--- src/rtl/conv_layer_sequencer.sv ---
// Per-layer scheduler for the conv engine: loads biases and weights from the
// shared load stream, then runs the engine once per 8-filter output group.
//
// state     | meaning
// ----------+-------------------------------------------------------------
// IDLE      | waiting for layer_start; cfg checked and latched on accept
// BIAS_RST  | one-cycle bias store address reset
// BIAS_LOAD | streaming bias beats into the bias store
// WT_RST    | one-cycle weight store address reset
// WT_LOAD   | streaming weight beats (one group, or all groups if resident)
// GO        | waiting for engine idle, then issue conv_go
// RUN       | engine running the current group, waiting for conv_done
// DONE      | one-cycle layer_done pulse
module conv_layer_sequencer #(
  parameter int WT_DEPTH        = 4096,
  parameter int WT_ADDR_WIDTH   = $clog2(WT_DEPTH),
  parameter int BIAS_GROUP_BITS = 7
) (
  input  logic                       clk,
  input  logic                       rst,
  input  logic                       layer_start,
  input  logic                       layer_abort,
  input  logic [BIAS_GROUP_BITS:0]   cfg_num_groups,
  input  logic [BIAS_GROUP_BITS:0]   cfg_bias_words,
  input  logic [WT_ADDR_WIDTH:0]     cfg_wt_words_per_group,
  input  logic                       cfg_wt_resident,
  input  logic [127:0]               ld_data,
  input  logic                       ld_valid,
  output logic                       ld_ready,
  output logic                       bias_wr_en,
  output logic [127:0]               bias_wr_data,
  output logic                       bias_wr_addr_rst,
  output logic                       wt_wr_en,
  output logic [71:0]                wt_wr_data,
  output logic                       wt_wr_addr_rst,
  output logic [BIAS_GROUP_BITS-1:0] conv_output_group,
  output logic [WT_ADDR_WIDTH-1:0]   conv_wt_base_addr,
  output logic                       conv_go,
  input  logic                       conv_busy,
  input  logic                       conv_done,
  output logic                       grp_active,
  output logic                       layer_busy,
  output logic                       layer_done,
  output logic                       layer_err
);

  localparam int CW = (WT_ADDR_WIDTH > BIAS_GROUP_BITS) ? WT_ADDR_WIDTH + 1 : BIAS_GROUP_BITS + 1;
  localparam int PW = WT_ADDR_WIDTH + BIAS_GROUP_BITS + 2;
  localparam logic [PW-1:0] DEPTH_P = PW'(WT_DEPTH);

  typedef enum logic [2:0] {
    S_IDLE, S_BIAS_RST, S_BIAS_LOAD, S_WT_RST, S_WT_LOAD, S_GO, S_RUN, S_DONE
  } state_t;

  state_t                     state_q, state_d;
  logic [BIAS_GROUP_BITS:0]   num_q, num_d;
  logic [BIAS_GROUP_BITS:0]   bias_words_q, bias_words_d;
  logic [WT_ADDR_WIDTH:0]     per_q, per_d;
  logic [CW-1:0]              wt_target_q, wt_target_d;
  logic [CW-1:0]              cnt_q, cnt_d;
  logic                       resident_q, resident_d;
  logic [BIAS_GROUP_BITS-1:0] grp_q, grp_d;
  logic [WT_ADDR_WIDTH-1:0]   base_q, base_d;
  logic                       bias_rst_q, bias_rst_d;
  logic                       wt_rst_q, wt_rst_d;
  logic                       go_q, go_d;
  logic                       active_q, active_d;
  logic                       busy_q, busy_d;
  logic                       done_q, done_d;
  logic                       err_q, err_d;

  logic [PW-1:0] prod;
  logic [CW-1:0] cnt_inc;
  logic          reject, in_load, fire, last_grp;

  // 21-bit product so an oversized resident layer can never wrap into range.
  assign prod     = PW'(cfg_num_groups) * PW'(cfg_wt_words_per_group);
  assign reject   = (cfg_num_groups == '0) || (cfg_wt_resident && (prod > DEPTH_P));
  assign in_load  = (state_q == S_BIAS_LOAD) || (state_q == S_WT_LOAD);
  assign fire     = ld_valid && in_load;
  assign cnt_inc  = cnt_q + CW'(1);
  assign last_grp = ({1'b0, grp_q} == (num_q - (BIAS_GROUP_BITS+1)'(1)));

  assign ld_ready          = in_load;
  assign bias_wr_en        = fire && (state_q == S_BIAS_LOAD);
  assign wt_wr_en          = fire && (state_q == S_WT_LOAD);
  assign bias_wr_data      = ld_data;
  assign wt_wr_data        = ld_data[71:0];
  assign bias_wr_addr_rst  = bias_rst_q;
  assign wt_wr_addr_rst    = wt_rst_q;
  assign conv_output_group = grp_q;
  assign conv_wt_base_addr = base_q;
  assign conv_go           = go_q;
  assign grp_active        = active_q;
  assign layer_busy        = busy_q;
  assign layer_done        = done_q;
  assign layer_err         = err_q;

  always_comb begin
    state_d      = state_q;
    num_d        = num_q;
    bias_words_d = bias_words_q;
    per_d        = per_q;
    wt_target_d  = wt_target_q;
    resident_d   = resident_q;
    grp_d        = grp_q;
    base_d       = base_q;
    cnt_d        = cnt_q;
    err_d        = 1'b0;

    case (state_q)
      S_IDLE: begin
        if (layer_start) begin
          if (reject) begin
            err_d = 1'b1;
          end else begin
            num_d        = cfg_num_groups;
            bias_words_d = cfg_bias_words;
            per_d        = cfg_wt_words_per_group;
            resident_d   = cfg_wt_resident;
            wt_target_d  = cfg_wt_resident ? CW'(prod) : CW'(cfg_wt_words_per_group);
            grp_d        = '0;
            base_d       = '0;
            state_d      = S_BIAS_RST;
          end
        end
      end
      S_BIAS_RST: begin
        cnt_d   = '0;
        state_d = (bias_words_q == '0) ? S_WT_RST : S_BIAS_LOAD;
      end
      S_BIAS_LOAD: begin
        if (fire) begin
          cnt_d = cnt_inc;
          if (cnt_inc == CW'(bias_words_q)) state_d = S_WT_RST;
        end
      end
      S_WT_RST: begin
        cnt_d   = '0;
        state_d = (wt_target_q == '0) ? S_GO : S_WT_LOAD;
      end
      S_WT_LOAD: begin
        if (fire) begin
          cnt_d = cnt_inc;
          if (cnt_inc == wt_target_q) state_d = S_GO;
        end
      end
      S_GO: begin
        if (!conv_busy) state_d = S_RUN;
      end
      S_RUN: begin
        if (conv_done) begin
          if (last_grp) begin
            state_d = S_DONE;
          end else begin
            grp_d = grp_q + BIAS_GROUP_BITS'(1);
            if (resident_q) begin
              base_d  = base_q + per_q[WT_ADDR_WIDTH-1:0];
              state_d = S_GO;
            end else begin
              state_d = S_WT_RST;
            end
          end
        end
      end
      S_DONE:  state_d = S_IDLE;
      default: state_d = S_IDLE;
    endcase

    // Abort wins over everything, including a coincident conv_done.
    if (layer_abort) begin
      state_d = S_IDLE;
      grp_d   = grp_q;
      base_d  = base_q;
      err_d   = 1'b0;
    end

    bias_rst_d = (state_d == S_BIAS_RST);
    wt_rst_d   = (state_d == S_WT_RST);
    go_d       = (state_q == S_GO) && (state_d == S_RUN);
    active_d   = (state_d == S_RUN);
    busy_d     = (state_d != S_IDLE);
    done_d     = (state_d == S_DONE);
  end

  always_ff @(posedge clk) begin
    if (rst) begin
      state_q      <= S_IDLE;
      num_q        <= '0;
      bias_words_q <= '0;
      per_q        <= '0;
      wt_target_q  <= '0;
      resident_q   <= 1'b0;
      grp_q        <= '0;
      base_q       <= '0;
      cnt_q        <= '0;
      bias_rst_q   <= 1'b0;
      wt_rst_q     <= 1'b0;
      go_q         <= 1'b0;
      active_q     <= 1'b0;
      busy_q       <= 1'b0;
      done_q       <= 1'b0;
      err_q        <= 1'b0;
    end else begin
      state_q      <= state_d;
      num_q        <= num_d;
      bias_words_q <= bias_words_d;
      per_q        <= per_d;
      wt_target_q  <= wt_target_d;
      resident_q   <= resident_d;
      grp_q        <= grp_d;
      base_q       <= base_d;
      cnt_q        <= cnt_d;
      bias_rst_q   <= bias_rst_d;
      wt_rst_q     <= wt_rst_d;
      go_q         <= go_d;
      active_q     <= active_d;
      busy_q       <= busy_d;
      done_q       <= done_d;
      err_q        <= err_d;
    end
  end

endmodule

--- config.mk ---
export PLATFORM = sky130hd
export DESIGN_NAME = conv_layer_sequencer
export DESIGN_NICKNAME = d
export VERILOG_FILES = /design/src/rtl/conv_layer_sequencer.sv
export SDC_FILE = /design/constraint.sdc
export NUM_CORES = 1
export LEC_CHECK = 0
export ABC_AREA = 0
export CAP_MARGIN = 10
export CELL_PAD_IN_SITES_DETAIL_PLACEMENT = 0
export CELL_PAD_IN_SITES_GLOBAL_PLACEMENT = 2
export CORE_UTILIZATION = 27
export CTS_CLUSTER_DIAMETER = 120
export DETAILED_ROUTE_END_ITERATION = 10
export GPL_TIMING_DRIVEN = 0
export HOLD_SLACK_MARGIN = 0.02
export PLACE_DENSITY = 0.86
export REMOVE_ABC_BUFFERS = 1
export SLEW_MARGIN = 20
export SYNTH_ARGS = -nofsm -noshare
export SYNTH_HDL_FRONTEND = slang
export SYNTH_SLANG_ARGS = --single-unit
--- constraint.sdc ---
create_clock -name clk -period 10.67 [get_ports clk]
set_input_delay 2.134 -clock clk [delete_from_list [all_inputs] [get_ports clk]]
set_output_delay 2.134 -clock clk [all_outputs]
set_load 0.05 [all_outputs]
==> results.json <==
{
  "cp_num_buf_inv": 5,
  "p_leak_nw": 4.04,
  "syn_to_final_growth_pct": -1.05,
  "cts_tree": "built",
  "grt_pass1_vias": 7904,
  "start_util_pct": 27.5,
  "met2_usage_pct": 40.2,
  "timing_hold_violations_final": 0,
  "drive_above_1_share_pct": 4.14,
  "slowest_delay_ns": 0.78,
  "synth.distinct_cells": 78,
  "die_area_um2": 38200,
  "fmax_ghz": 0.114,
  "diodes": 0,
  "ctsHtreeMaxLevel": 3,
  "clk_pin_slew_ns": 0.07,
  "synthTopCellsByCount": "buf_4 (201), inv_1 (98), and2_1 (85)",
  "use_met3_pct": 26.7,
  "yosysMostFrequentCell": "buf_4",
  "slowest_stage": "clkdlybuf4s50_1",
  "final_area_um2": 9990,
  "ios": 394,
  "finalSetupViolCount": 0,
  "dr_total_vias": 8168,
  "async_reset_ff_share_pct": 0,
  "p_comb_share_pct": 57.2,
  "finClkSkew_ns": 0.0111,
  "dr.first_iter.drc_count": 549,
  "cp.required_ns": 10.90,
  "slew_viol_final": 0,
  "routedWlPerCell_um": 33.7,
  "seq_area_um2": 1680,
  "crit_chain": "clkdlybuf4s50_1, and2_1, fa_1, inv_1, fa_1, inv_1, fa_1, inv_1, fa_1, inv_1, ha_1, nor2b_1, o31a_1, nor4_1, o211ai_1, a211o_1, nor4_4, nand4b_2, a211o_1, mux2_4",
  "grt_pass1_wl_um": 70300,
  "multiInputGateArea_um2": 6300,
  "startpoint_type": "input pin",
  "fillers": 3993,
  "gp_congestion": 0.917,
  "ys_top_cells_by_area": "dfxtp_1 (17%), buf_4 (15%), fa_1 (13%), ha_1 (6.8%), and2_1 (5.3%)",
  "grt_max_degree": 48,
  "postSynthCellCount": 1244,
  "power_density_nw_per_um2": 161,
  "clkPwrFrac_pct": 21.6,
  "nNetsFinal": 1346,
  "finalCritPeriodShare_pct": 82.1,
  "tns_ns": 0,
  "cts.sinks": 84,
  "ys.flop_type": "dfxtp_1",
  "cts.repair.resized": 0,
  "grt_usage_pct": 27.1,
  "die_h_um": 195,
  "cts_setup_buffers": 0,
  "die_width_um": 195,
  "tightest_slew_ns": 1.05,
  "drt-vias-per-instance": 5.33,
  "cts_inserted_buffers": 9,
  "rows": 70,
  "syn_area_um2": 10100,
  "p_seq_share_pct": 21.2,
  "cp_top_family": "adder cells",
  "cts_root_buf": "clkbuf_16",
  "antenna_left": 0,
  "end_kind": "flop",
  "drc_errors": 0,
  "dr.pass1.iters": 5,
  "ys_seq_area_share_pct": 16.7,
  "place_area_um2": 9670,
  "top_usage_layer": "met2",
  "cp_max_fo": 15,
  "cts.hold.buffers_added": 0,
  "relSlewSlack_pct": 29.9,
  "overflow": 0,
  "status": "finished clean",
  "p_sw_share_pct": 42.7,
  "yosys.area.top_type": "dfxtp_1",
  "period_needed_ns": 8.76,
  "wirelength_um": 51600,
  "arrival_ns": 8.99,
  "place.port_buffers": 65,
  "peakVddDrop_v": 0.0000805,
  "syn_avg_cell_area_um2": 8.12,
  "p_switching_mw": 0.684,
  "clock_latency_ns": 0.35,
  "critPathKind": "input pin to flop",
  "dp_hpwl_um": 43100,
  "synth_top_cell_area_share_pct": 16.7,
  "yosysWarnings": 0,
  "maxCapViolCount": 0,
  "p_int_mw": 0.920,
  "hold_path_class": "flop to flop",
  "antenna_found_initial": 0,
  "ys_seq_elements": 84,
  "core_um2": 36700,
  "synth-edff-count": 0,
  "rsz0062_at_grt": "false",
  "cts_max_path_buffers": 2,
  "met1_usage_pct": 24.8
}
==> power by group through the flow <==
| stage | Combinational [mW] | Sequential (mW) | Clock [mW] |
|---|---|---|---|
| floorplan | 0.702 | 0.344 | 0 |
| global placement | 0.894 | 0.347 | 0 |
| detailed placement | 0.918 | 0.347 | 0 |
| CTS | 0.922 | 0.340 | 0.354 |
| global route | 1.04 | 0.342 | 0.366 |
| finish | 0.917 | 0.340 | 0.347 |
==> path summary, 6_finish.rpt <==
path	cells past startpoint	start	slack, ns	to
worst min register to register	2	per_q[0]	0.48	per_q[0]
worst max register to register	10	cnt_q[0]	7.35	grp_active
worst min-delay path	2	per_q[0]	0.48	per_q[0]
worst max-delay path	20	cfg_num_groups[7]	1.91	conv_wt_base_addr[2]
==> layout make-up <==
| cell class | count | share of cell area, % |
|---|---|---|
| Sequential cell | 84 | 16.8 |
| Multi-Input combinational cell | 797 | 63.0 |
| Clock buffer | 10 | 2.39 |
| Tap cell | 468 | 5.86 |
| Inverter | 98 | 3.68 |
| Timing Repair Buffer | 69 | 7.36 |
| Clock inverter | 6 | 0.864 |
==> flip-flops by register name, summed over array words and instances, names as in the netlist, 3 cells and up <==
signal / flops
wt_target_q: 13
state_q: 3
conv_wt_base_addr: 12
per_q: 12
bias_words_q: 8
conv_output_group: 7
cnt_q: 13
num_q: 8
==> metrics by stage <==
step | worst slack, ns | hold WS [ns] | instances | total power [mW] | util [%]
after CTS | 1.88 | 0.484 | 1532 | 1.62 | 27.2
after global routing | 1.59 | 0.505 | 1532 | 1.75 | 27.2
final | 1.91 | 0.482 | 1532 | 1.60 | 27.2
after detailed placement | 1.53 | 0.474 | 1516 | 1.27 | 26.3
after global placement | 0.660 | 0.476 | 1512 | 1.24 | 26.1
after floorplan | 2.86 | 0.451 | 979 | 1.05 | -
==> layer usage <==
metal  share of wire [%]  up-vias  routed length (um)
li1                    -     3629                   -
met1                  32     3898               16500
met2                  42      560               21700
met3                  21       67               11000
met4                 3.4       14                1770
met5                 1.4        -                 700
==> worst register-to-register path, stage by stage (launching register included) <==
cell       delay, ns
dfxtp_1         0.50
ha_1            0.34
nand2_1         0.12
nor4_1          0.28
xor2_1          0.20
or2_2           0.30
a2111oi_0       0.51
o211ai_1        0.20
nor2b_1         0.19
a211o_1         0.37
nor2b_1         0.17
==> placed cells by master, fill, tap and decap left out, drive strengths merged, types with 7 or more instances in the layout <==
cell	Yosys	layout
nor2	53	53
nand2b	20	20
nor3	23	23
nand2	68	68
nand4	9	9
inv	98	99
xnor2	29	29
mux2i	21	21
nand3	43	43
o211ai	7	7
a311oi	10	10
fa	67	67
o32ai	7	7
clkbuf	49	10
nor2b	12	12
o21ai	53	53
ha	55	55
clkdlybuf4s50	0	64
a21o	9	9
a211o	8	8
a211oi	12	12
nor3b	7	7
and2	87	87
nor4	12	12
dfxtp	84	84
xor2	22	22
a21oi	79	79
==> logic make-up (layout without fill, tap and decap cells) <==
family | after synthesis | in the layout | synth area share (%)
AOI/OAI and AO/OA | 234 | 234 | 15.2
xor gates and xnor gates | 52 | 52 | 4.65
adders and majority gates | 122 | 122 | 20.1
buffers and inverters | 363 | 183 | 21.2
DFF | 84 | 84 | 16.7
muxes | 24 | 24 | 2.45
and+or+nand+nor | 365 | 365 | 19.7
Power figures use the tool's default switching activity.
